[config.mk]
export PLATFORM = sky130hd
export DESIGN_NAME = sb_reg_file
export DESIGN_NICKNAME = d
export VERILOG_FILES = /design/src/rtl/regfile_pkg.sv /design/src/rtl/sb_scoreboard.sv /design/src/rtl/sb_reg_file.sv
export SDC_FILE = /design/constraint.sdc
export NUM_CORES = 1
export LEC_CHECK = 0
export ABC_AREA = 1
export ABC_CLOCK_PERIOD_IN_PS = 11820
export BUFFER_PORTS_ARGS = -buffer_cell sky130_fd_sc_hd__buf_2
export CAP_MARGIN = 30
export CORE_AREA = 10 10 169 171
export CTS_CLUSTER_DIAMETER = 30
export DETAILED_ROUTE_END_ITERATION = 7
export DIE_AREA = 0 0 179 181
export PLACE_DENSITY_LB_ADDON = 0.2
export SLEW_MARGIN = 25
export SYNTH_ARGS = -nofsm -noshare
export SYNTH_HDL_FRONTEND = slang
export SYNTH_SLANG_ARGS = --single-unit
export TNS_END_PERCENT = 1
[constraint.sdc]
create_clock -name clk -period 11.82 [get_ports clk]
set_input_delay 1.182 -clock clk [delete_from_list [all_inputs] [get_ports clk]]
set_output_delay 1.182 -clock clk [all_outputs]
set_load 0.02 [all_outputs]
[src/rtl/regfile_pkg.sv]
// Shared register-file defaults and types for the 16-bit three-stage core.
// Consumers import this package for the default geometry and address/data types.
package regfile_pkg;

    localparam int ADDR_LEN_DEF      = 3;
    localparam int DATA_WIDTH_DEF    = 16;
    localparam int REG_FILE_SIZE_DEF = 8;

    typedef logic [ADDR_LEN_DEF-1:0]   reg_addr_t;
    typedef logic [DATA_WIDTH_DEF-1:0] reg_data_t;

    // Width of a counter that must hold every value 0..n inclusive.
    function automatic int cnt_width(input int n);
        return $clog2(n + 1);
    endfunction

endpackage

[src/rtl/sb_scoreboard.sv]
// Write-back scoreboard: one busy bit per register, set on issue, cleared on write or flush.
// Busy and busy_cnt are registered; busy_cnt moves by the exact population change each cycle.
module sb_scoreboard
    import regfile_pkg::*;
#(
    parameter int ADDR_LEN      = ADDR_LEN_DEF,
    parameter int REG_FILE_SIZE = REG_FILE_SIZE_DEF,
    parameter int NUM_WR        = 2,
    parameter int CNT_W         = cnt_width(REG_FILE_SIZE)
) (
    input  logic                       clk,
    input  logic                       rst,
    input  logic                       flush,
    input  logic                       iss_en,
    input  logic [ADDR_LEN-1:0]        iss_rd,
    input  logic [NUM_WR-1:0]          wr_en,
    input  logic [NUM_WR*ADDR_LEN-1:0] wr_addr,
    output logic [REG_FILE_SIZE-1:0]   busy,
    output logic [CNT_W-1:0]           busy_cnt
);

    logic [REG_FILE_SIZE-1:0] busy_q, busy_d;
    logic [CNT_W-1:0]         busy_cnt_q, busy_cnt_d;
    logic [REG_FILE_SIZE-1:0] set_mask, clr_mask, fell_mask;
    logic [CNT_W-1:0]         inc, dec;

    always_comb begin
        set_mask = '0;
        clr_mask = '0;
        if (iss_en && iss_rd != '0) begin
            set_mask[iss_rd] = 1'b1;
        end
        for (int w = 0; w < NUM_WR; w++) begin
            if (wr_en[w] && wr_addr[w*ADDR_LEN +: ADDR_LEN] != '0) begin
                clr_mask[wr_addr[w*ADDR_LEN +: ADDR_LEN]] = 1'b1;
            end
        end

        // A new producer on the written register keeps it busy, so it never "falls".
        fell_mask = busy_q & clr_mask & ~set_mask;
        dec = '0;
        for (int i = 0; i < REG_FILE_SIZE; i++) begin
            dec = dec + CNT_W'(fell_mask[i]);
        end
        inc = CNT_W'(|(set_mask & ~busy_q));

        if (flush) begin
            busy_d     = '0;
            busy_cnt_d = '0;
        end else begin
            busy_d     = (busy_q & ~clr_mask) | set_mask;
            busy_cnt_d = busy_cnt_q + inc - dec;
        end
    end

    always_ff @(posedge clk or posedge rst) begin
        if (rst) begin
            busy_q     <= '0;
            busy_cnt_q <= '0;
        end else begin
            busy_q     <= busy_d;
            busy_cnt_q <= busy_cnt_d;
        end
    end

    assign busy     = busy_q;
    assign busy_cnt = busy_cnt_q;

endmodule

[src/rtl/sb_reg_file.sv]
// Multi-port register file with write-back scoreboard; combinational reads, writes commit at the edge.
// Define SB_REG_FILE_BYPASS_EN to forward same-cycle write data (and busy clear) onto matching reads.
module sb_reg_file
    import regfile_pkg::*;
#(
    parameter int ADDR_LEN      = ADDR_LEN_DEF,
    parameter int DATA_WIDTH    = DATA_WIDTH_DEF,
    parameter int REG_FILE_SIZE = REG_FILE_SIZE_DEF,
    parameter int NUM_RD        = 2,
    parameter int NUM_WR        = 2
) (
    input  logic                                  clk,
    input  logic                                  Reset,
    input  logic [NUM_WR-1:0]                     Wr_En,
    input  logic [NUM_WR*ADDR_LEN-1:0]            Wr_Addr,
    input  logic [NUM_WR*DATA_WIDTH-1:0]          Wr_Data,
    input  logic [NUM_RD*ADDR_LEN-1:0]            Rd_Addr,
    output logic [NUM_RD*DATA_WIDTH-1:0]          Rd_Data,
    output logic [NUM_RD-1:0]                     Rd_Busy,
    input  logic                                  Iss_En,
    input  logic [ADDR_LEN-1:0]                   Iss_Rd,
    input  logic                                  Flush,
    output logic [REG_FILE_SIZE-1:0]              Busy,
    output logic [$clog2(REG_FILE_SIZE+1)-1:0]    Busy_Cnt
);

    localparam int CNT_W = $clog2(REG_FILE_SIZE + 1);

    logic [DATA_WIDTH-1:0] mem_q [REG_FILE_SIZE];
    logic [DATA_WIDTH-1:0] mem_d [REG_FILE_SIZE];
    logic [ADDR_LEN-1:0]   rd_addr_cur;
    logic [DATA_WIDTH-1:0] rd_data_cur;
    logic                  rd_busy_cur;

    sb_scoreboard #(
        .ADDR_LEN      (ADDR_LEN),
        .REG_FILE_SIZE (REG_FILE_SIZE),
        .NUM_WR        (NUM_WR),
        .CNT_W         (CNT_W)
    ) u_scoreboard (
        .clk      (clk),
        .rst      (Reset),
        .flush    (Flush),
        .iss_en   (Iss_En),
        .iss_rd   (Iss_Rd),
        .wr_en    (Wr_En),
        .wr_addr  (Wr_Addr),
        .busy     (Busy),
        .busy_cnt (Busy_Cnt)
    );

    // Ports are applied in ascending order so the highest-index port wins a collision.
    always_comb begin
        mem_d = mem_q;
        for (int w = 0; w < NUM_WR; w++) begin
            if (Wr_En[w] && Wr_Addr[w*ADDR_LEN +: ADDR_LEN] != '0) begin
                mem_d[Wr_Addr[w*ADDR_LEN +: ADDR_LEN]] = Wr_Data[w*DATA_WIDTH +: DATA_WIDTH];
            end
        end
    end

    always_ff @(posedge clk or posedge Reset) begin
        if (Reset) begin
            for (int i = 0; i < REG_FILE_SIZE; i++) begin
                mem_q[i] <= '0;
            end
        end else begin
            mem_q <= mem_d;
        end
    end

    // r0 is never written and never busy, so stored state alone makes it read as zero.
    always_comb begin
        Rd_Data     = '0;
        Rd_Busy     = '0;
        rd_addr_cur = '0;
        rd_data_cur = '0;
        rd_busy_cur = 1'b0;
        for (int r = 0; r < NUM_RD; r++) begin
            rd_addr_cur = Rd_Addr[r*ADDR_LEN +: ADDR_LEN];
            rd_data_cur = mem_q[rd_addr_cur];
            rd_busy_cur = Busy[rd_addr_cur];
`ifdef SB_REG_FILE_BYPASS_EN
            for (int w = 0; w < NUM_WR; w++) begin
                if (Wr_En[w] && Wr_Addr[w*ADDR_LEN +: ADDR_LEN] != '0 &&
                    Wr_Addr[w*ADDR_LEN +: ADDR_LEN] == rd_addr_cur) begin
                    rd_data_cur = Wr_Data[w*DATA_WIDTH +: DATA_WIDTH];
                    rd_busy_cur = Iss_En && (Iss_Rd == rd_addr_cur);
                end
            end
`endif
            if (!Reset) begin
                Rd_Data[r*DATA_WIDTH +: DATA_WIDTH] = rd_data_cur;
                Rd_Busy[r]                          = rd_busy_cur;
            end
        end
    end

endmodule

# ---- Yosys cells after proc, flatten, opt, wreduce, memory -nomap -nowiden
# Cells that the tools add are included.
dict set report totals {
  input_bits 53
  regBits 140
}
dict set report classes {
  magnitude_cmp 14
  n_reduce_logical 12
  addsub 9
  muxes 33
  bitwise_logic 13
}
# operator count
set op_table {}
lappend op_table {{$bwmux 128} 2}
lappend op_table {{$mux 128} 2}
lappend op_table {{$mux 16} 8}
lappend op_table {{$bmux 16 s3} 2}
lappend op_table {{$demux 16 s3} 2}
lappend op_table {{$and 8x8->8} 4}
lappend op_table {{$mux 8} 4}
lappend op_table {{$add 4x1->4} 7}
lappend op_table {{$not 8->8} 3}
lappend op_table {{$lt 3x4->1 const B} 5}
lappend op_table {{$ge 4x4->1 const B} 4}
lappend op_table {{$not 3->4} 4}
lappend op_table {{$or 8x8->8} 2}
lappend op_table {{$demux 1 s3} 3}
lappend op_table {{$ge 3x1->1 const B} 3}
lappend op_table {{$reduce_bool 3->1} 3}
lappend op_table {{$logic_and 1x1->1} 8}
lappend op_table {{$lt 4x1->1 const B} 2}
lappend op_table {{$reduce_or 8->1} 1}
lappend op_table {{$mux 1} 7}
lappend op_table {{$bmux 1 s3} 2}
lappend op_table {{$mux 4} 1}
lappend op_table {{$sub 4x4->4} 1}
lappend op_table {{$add 1x1->2} 1}

# ---- Logic depth before layout (Yosys ltp)
dict set report logic_depth {
  word_depth 18
  depth_mapped 18
}

# ---- Hierarchy
# Synthesis repeated with hierarchy kept, for this count alone.
dict set report hier_totals {
  hier_cells 1646
  hier_area_um2 10045.9
}
# mod instances cells_each area_each_um2
set modules_own_cells {}
lappend modules_own_cells {sb_reg_file 1 1495 8979.9}
lappend modules_own_cells {sb_scoreboard 1 151 1066.0}

# ---- Least setup slack after synthesis
# Ideal clock, no wire load.
dict set report synth_path {
  kind {input to output}
  startpoint {in Reset}
  endpoint {out Rd_Data[22]}
  required_time_ps 10638
  path_stages 4
  arrival_ps 6130
  setup_slack_ps 4508
  path_cell_list {clkinv_1 -> clkbuf_1 -> nand2_1 -> nor2_1}
}
dict set report synth_between {
  elab_chain_cells 1
}
# item line
set synth_lines {}
lappend synth_lines {{from (decl)} sb_reg_file.sv:13} ;# input logic Reset,
lappend synth_lines {{$mux 16} sb_reg_file.sv:92} ;# if (!Reset) begin
lappend synth_lines {{to (decl)} sb_reg_file.sv:18} ;# output logic [NUM_RD*DATA_WIDTH-1:0] Rd_Data,
# No other way between the ends.

# ---- Worst setup path in the final report
dict set report layout_path {
  startpoint {in Wr_En[1]}
  endpoint {reg u_scoreboard.busy_cnt_q[3] (netlist: u_scoreboard.busy_cnt[3])}
}
dict set report layout_between {
  elab_chain_cells 13
}
# item line
set layout_lines {}
lappend layout_lines {{from (decl)} sb_reg_file.sv:14} ;# input logic [NUM_WR-1:0] Wr_En,
lappend layout_lines {{$logic_and 1x1->1 *} sb_scoreboard.sv:34} ;# if (wr_en[w] && wr_addr[w*ADDR_LEN +: ADDR_LEN] != '0) begin
lappend layout_lines {{$mux 8 *} sb_scoreboard.sv:34}
lappend layout_lines {{$and 8x8->8 * (2 in series)} sb_scoreboard.sv:40} ;# fell_mask = busy_q & clr_mask & ~set_mask;
lappend layout_lines {{$add 1x1->2} sb_scoreboard.sv:43} ;# dec = dec + CNT_W'(fell_mask[i]);
lappend layout_lines {{$add 4x1->4 (5 in series)} sb_scoreboard.sv:43}
lappend layout_lines {{$add 4x1->4 *} sb_scoreboard.sv:43}
lappend layout_lines {{$sub 4x4->4 *} sb_scoreboard.sv:52} ;# busy_cnt_d = busy_cnt_q + inc - dec;
lappend layout_lines {{$mux 4 *} sb_scoreboard.sv:47} ;# if (flush) begin
lappend layout_lines {{via u_scoreboard.busy_cnt_d[3]} sb_scoreboard.sv:23} ;# logic [CNT_W-1:0] busy_cnt_q, busy_cnt_d;
lappend layout_lines {{to (signal assigned)} sb_scoreboard.sv:62} ;# busy_cnt_q <= busy_cnt_d;
lappend layout_lines {{to (decl)} sb_scoreboard.sv:23}
# Mark *: on every way through the listed nets, which the timed path passes. The rest lies on a longest branch.

==> results.toml <==
[run_status]
status = "finished clean"

[route]
drt_iter0_drc = 964
drc = 0
ant_nets = 0
wire_per_inst_um = 18.6
num_vias = 10500
firstDrtPassIters = 5
avgViaCountPerCell = 5.35
routed_wl_um = 36500

[layout]
final_cell_count_no_fill = 1958
drive_gt1_share_pct = 10.2
n_antenna_cell = 0
num-nets-final = 1681
syn_to_final_growth_pct = 11.1
fin_util_pct = 43.9
multi_input_area_mm2 = 0.00507
fill_cells = 2691
ff_latch_area_mm2 = 0.00350

[timing]
relSlewSlack_pct = 32.1
min_period_ns = 5.09
tightest_slew_ns = 1.02
finalHoldViolCount = 0
fin_crit_sh_pct = 43.0
setup-violations-final = 0
fin_worst_skew_ns = 0.00529
timing.fmax_ghz = 0.197
fin_setup_tns_ns = 0
maxSlewViolCount = 0
rsz0062_at_grt = "no"

[grt]
grt_overflow = 0
grt_pass1_vias = 10100
antenna_found_initial = 0
grt_pass1_wl_um = 57200
grt_usage_pct = 22.5
grt_max_degree = 81

[die]
start_util_pct = 39.5
io_pins = 99
dieWidth_um = 179
coreArea_mm2 = 0.0250
row_count = 58
die_area_mm2 = 0.0324
die_h_um = 181

[placed_design]
dp_hpwl_um = 22700
placedCellCount = 1926
port_buffers = 98
gp_congestion = 0.867

[power_and_ir_drop]
ir_worst_vdd_mv = 0.0924
p_leak_nw = 6.15
p_switching_w = 0.000582
p_comb_share_pct = 30.3
p_int_w = 0.00106
p_per_area_mw_per_mm2 = 149
swShare_pct = 35.4
pwr-share-seq_pct = 36.2
pwr-share-clk_pct = 33.5

[synth]
synth_cells = 1595
synth_fa_ha_area_share_pct = 2.10
netlist_area_mm2 = 0.00990
synth_xor_area_share_pct = 0.177
synth_compound_area_share_pct = 7.33
avgSynthCellArea_um2 = 6.20
synth_fp_nets = 1661
synthMuxAreaShare_pct = 0
ys_warn_count = 0
ys_types = 29
synth_top_family_by_area = "simple AND/OR/NAND/NOR gates"
yosysSeqAreaShare_pct = 35.4
yosys.area_share.simple_pct = 41.6
synth-seq-cells = 140

[worst_setup_path]
critPathRequiredTime_ns = 12.15
rr_worst_depth = 17
rr_endpoint = "u_scoreboard.busy_cnt[3]$_DFF_PP0_"
critPathLaunchType = "primary input"
worstSetupStartpoint = "Wr_En[1]"
endpoint_kind = "flip-flop"
r2r-start = "u_scoreboard.busy[6]$_DFF_PP0_"
critPathKind = "primary input to flip-flop"
r2r_slack_ns = 8.54
endpoint = "u_scoreboard.busy_cnt[3]$_DFF_PP0_"
path_max_fanout = 18
arrival_ns = 5.41

[clock_network]
hold_buffers = 0
cts_inserted_buffers = 17
htree_levels = 4
clockBufferDepth = 2
clk_latency_ns = 0.43
cts_tree = "yes"
cts_root_buf = "clkbuf_16"
cts_resized = 0
postCtsSetupBuffers = 0
clkSlewWorstSetupHoldPaths_ns = 0.06
clock_sinks = 140

[worst_hold_path]
min_path_cells = 0
hp-class = "flip-flop to flip-flop"

[flow_run]
drv_cap = 0
==> power by group through the flow <==
stage / clock (W) / combinational (W) / sequential, W
after floorplan: 0 / 0.000359 / 0.000604
after global placement: 0 / 0.000484 / 0.000601
after detailed placement: 0 / 0.000493 / 0.000602
after CTS: 0.000558 / 0.000496 / 0.000593
after global routing: 0.000577 / 0.000568 / 0.000602
final: 0.000551 / 0.000497 / 0.000594
==> cell usage in the layout (no fill, tap or decap), types with 10 or more instances in the layout <==
cell / count
a21oi_1: 10
buf_2: 98
buf_4: 15
clkbuf_16: 17
dfrtp_1: 140
inv_1: 202
nand2_1: 531
nand3_1: 313
nor2_1: 117
o21ai_0: 87
o21ai_1: 25
o22ai_1: 16
==> state kept, by name (all words and copies together) (netlist names) <==
signal and cells:
mem_q 128, u_scoreboard.busy 8, u_scoreboard.busy_cnt 4
==> area by class of cell <==
| class | instances | share of cell area, % |
|---|---|---|
| Clock buffer | 21 | 4.37 |
| Inverter | 212 | 7.31 |
| Tap cell | 330 | 3.76 |
| Clock inverter | 11 | 1.06 |
| Multi-Input combinational cell | 1131 | 46.1 |
| Sequential cell | 140 | 31.9 |
| Timing Repair Buffer | 113 | 5.49 |
==> logic make-up (layout without fill, tap and decap cells) <==
family	count (synthesis)	count (layout)
other	1	1
AND/OR/NAND/NOR	975	975
XOR/XNOR	2	2
adder cells (fa/ha/maj)	13	13
AO/OA/AOI/OAI	140	140
flip-flops	140	140
buffers and inverters	324	357
==> worst min-delay path by stage <==
| stage | from | end | slack [ns] |
|---|---|---|---|
| 2_1_floorplan | mem_q[112]$_DFF_PP0_ | mem_q[112]$_DFF_PP0_ | 0.43 |
| 3_3_place_gp | mem_q[116]$_DFF_PP0_ | mem_q[116]$_DFF_PP0_ | 0.36 |
| 3_5_place_dp | mem_q[116]$_DFF_PP0_ | mem_q[116]$_DFF_PP0_ | 0.37 |
| 4_1_cts | mem_q[117]$_DFF_PP0_ | mem_q[117]$_DFF_PP0_ | 0.38 |
| 5_1_grt | mem_q[121]$_DFF_PP0_ | mem_q[121]$_DFF_PP0_ | 0.39 |
| 6_report | mem_q[115]$_DFF_PP0_ | mem_q[115]$_DFF_PP0_ | 0.38 |
==> Yosys cell counts <==
cell type / count / area [um^2]
nand2_1: 531 / 1990
nand3_1: 313 / 1570
inv_1: 202 / 758
dfrtp_1: 140 / 3500
nor2_1: 117 / 439
o21ai_0: 87 / 435
clkbuf_1: 65 / 244
buf_2: 31 / 155
o21ai_1: 25 / 125
o22ai_1: 16 / 100
a21oi_1: 10 / 50.1
buf_4: 7 / 52.6
ha_1: 7 / 87.6
fa_1: 6 / 120
nand2_2: 6 / 37.5
buf_6: 5 / 56.3
inv_2: 5 / 18.8
nor2_4: 5 / 56.3
buf_1: 4 / 15.0
clkinv_1: 4 / 15.0
a21o_1: 1 / 7.51
and3_1: 1 / 6.26
conb_1: 1 / 3.75
inv_4: 1 / 6.26
nand2_4: 1 / 11.3
nand4_1: 1 / 6.26
o211ai_1: 1 / 7.51
xnor2_1: 1 / 8.76
xor2_1: 1 / 8.76
==> per-stage QoR <==
step                      worst slack [ns]  power [W]  hold slack (ns)  instance area (um^2)
after global placement                6.46    0.00109            0.365                 10400
after detailed placement              6.38    0.00109            0.368                 10400
final                                 6.73    0.00164            0.377                 11000
after floorplan                       4.51   0.000963            0.429                  9900
after global routing                  6.49    0.00175            0.385                 11000
after CTS                             6.80    0.00165            0.382                 11000
==> metal layers <==
layer  up-vias  part of all wire, %  track usage, %
li1       5010                    -               -
met1      4931                   43            29.2
met2       470                   47            36.5
met3        64                  7.4            4.63
met4         0                  2.0            6.88
met5         -                    0               0
==> worst max-delay path, stage by stage <==
cell	delay (ns)
buf_2	0.10
nand2_1	0.05
inv_1	0.06
nand2_1	0.59
clkinv_1	0.78
o211ai_1	0.46
fa_1	0.21
inv_1	0.06
fa_1	0.44
fa_1	0.40
inv_1	0.08
fa_1	0.42
ha_1	0.20
xnor2_1	0.18
a21o_1	0.14
nor2_1	0.03
Note: power is estimated with default switching activity, not from simulation.
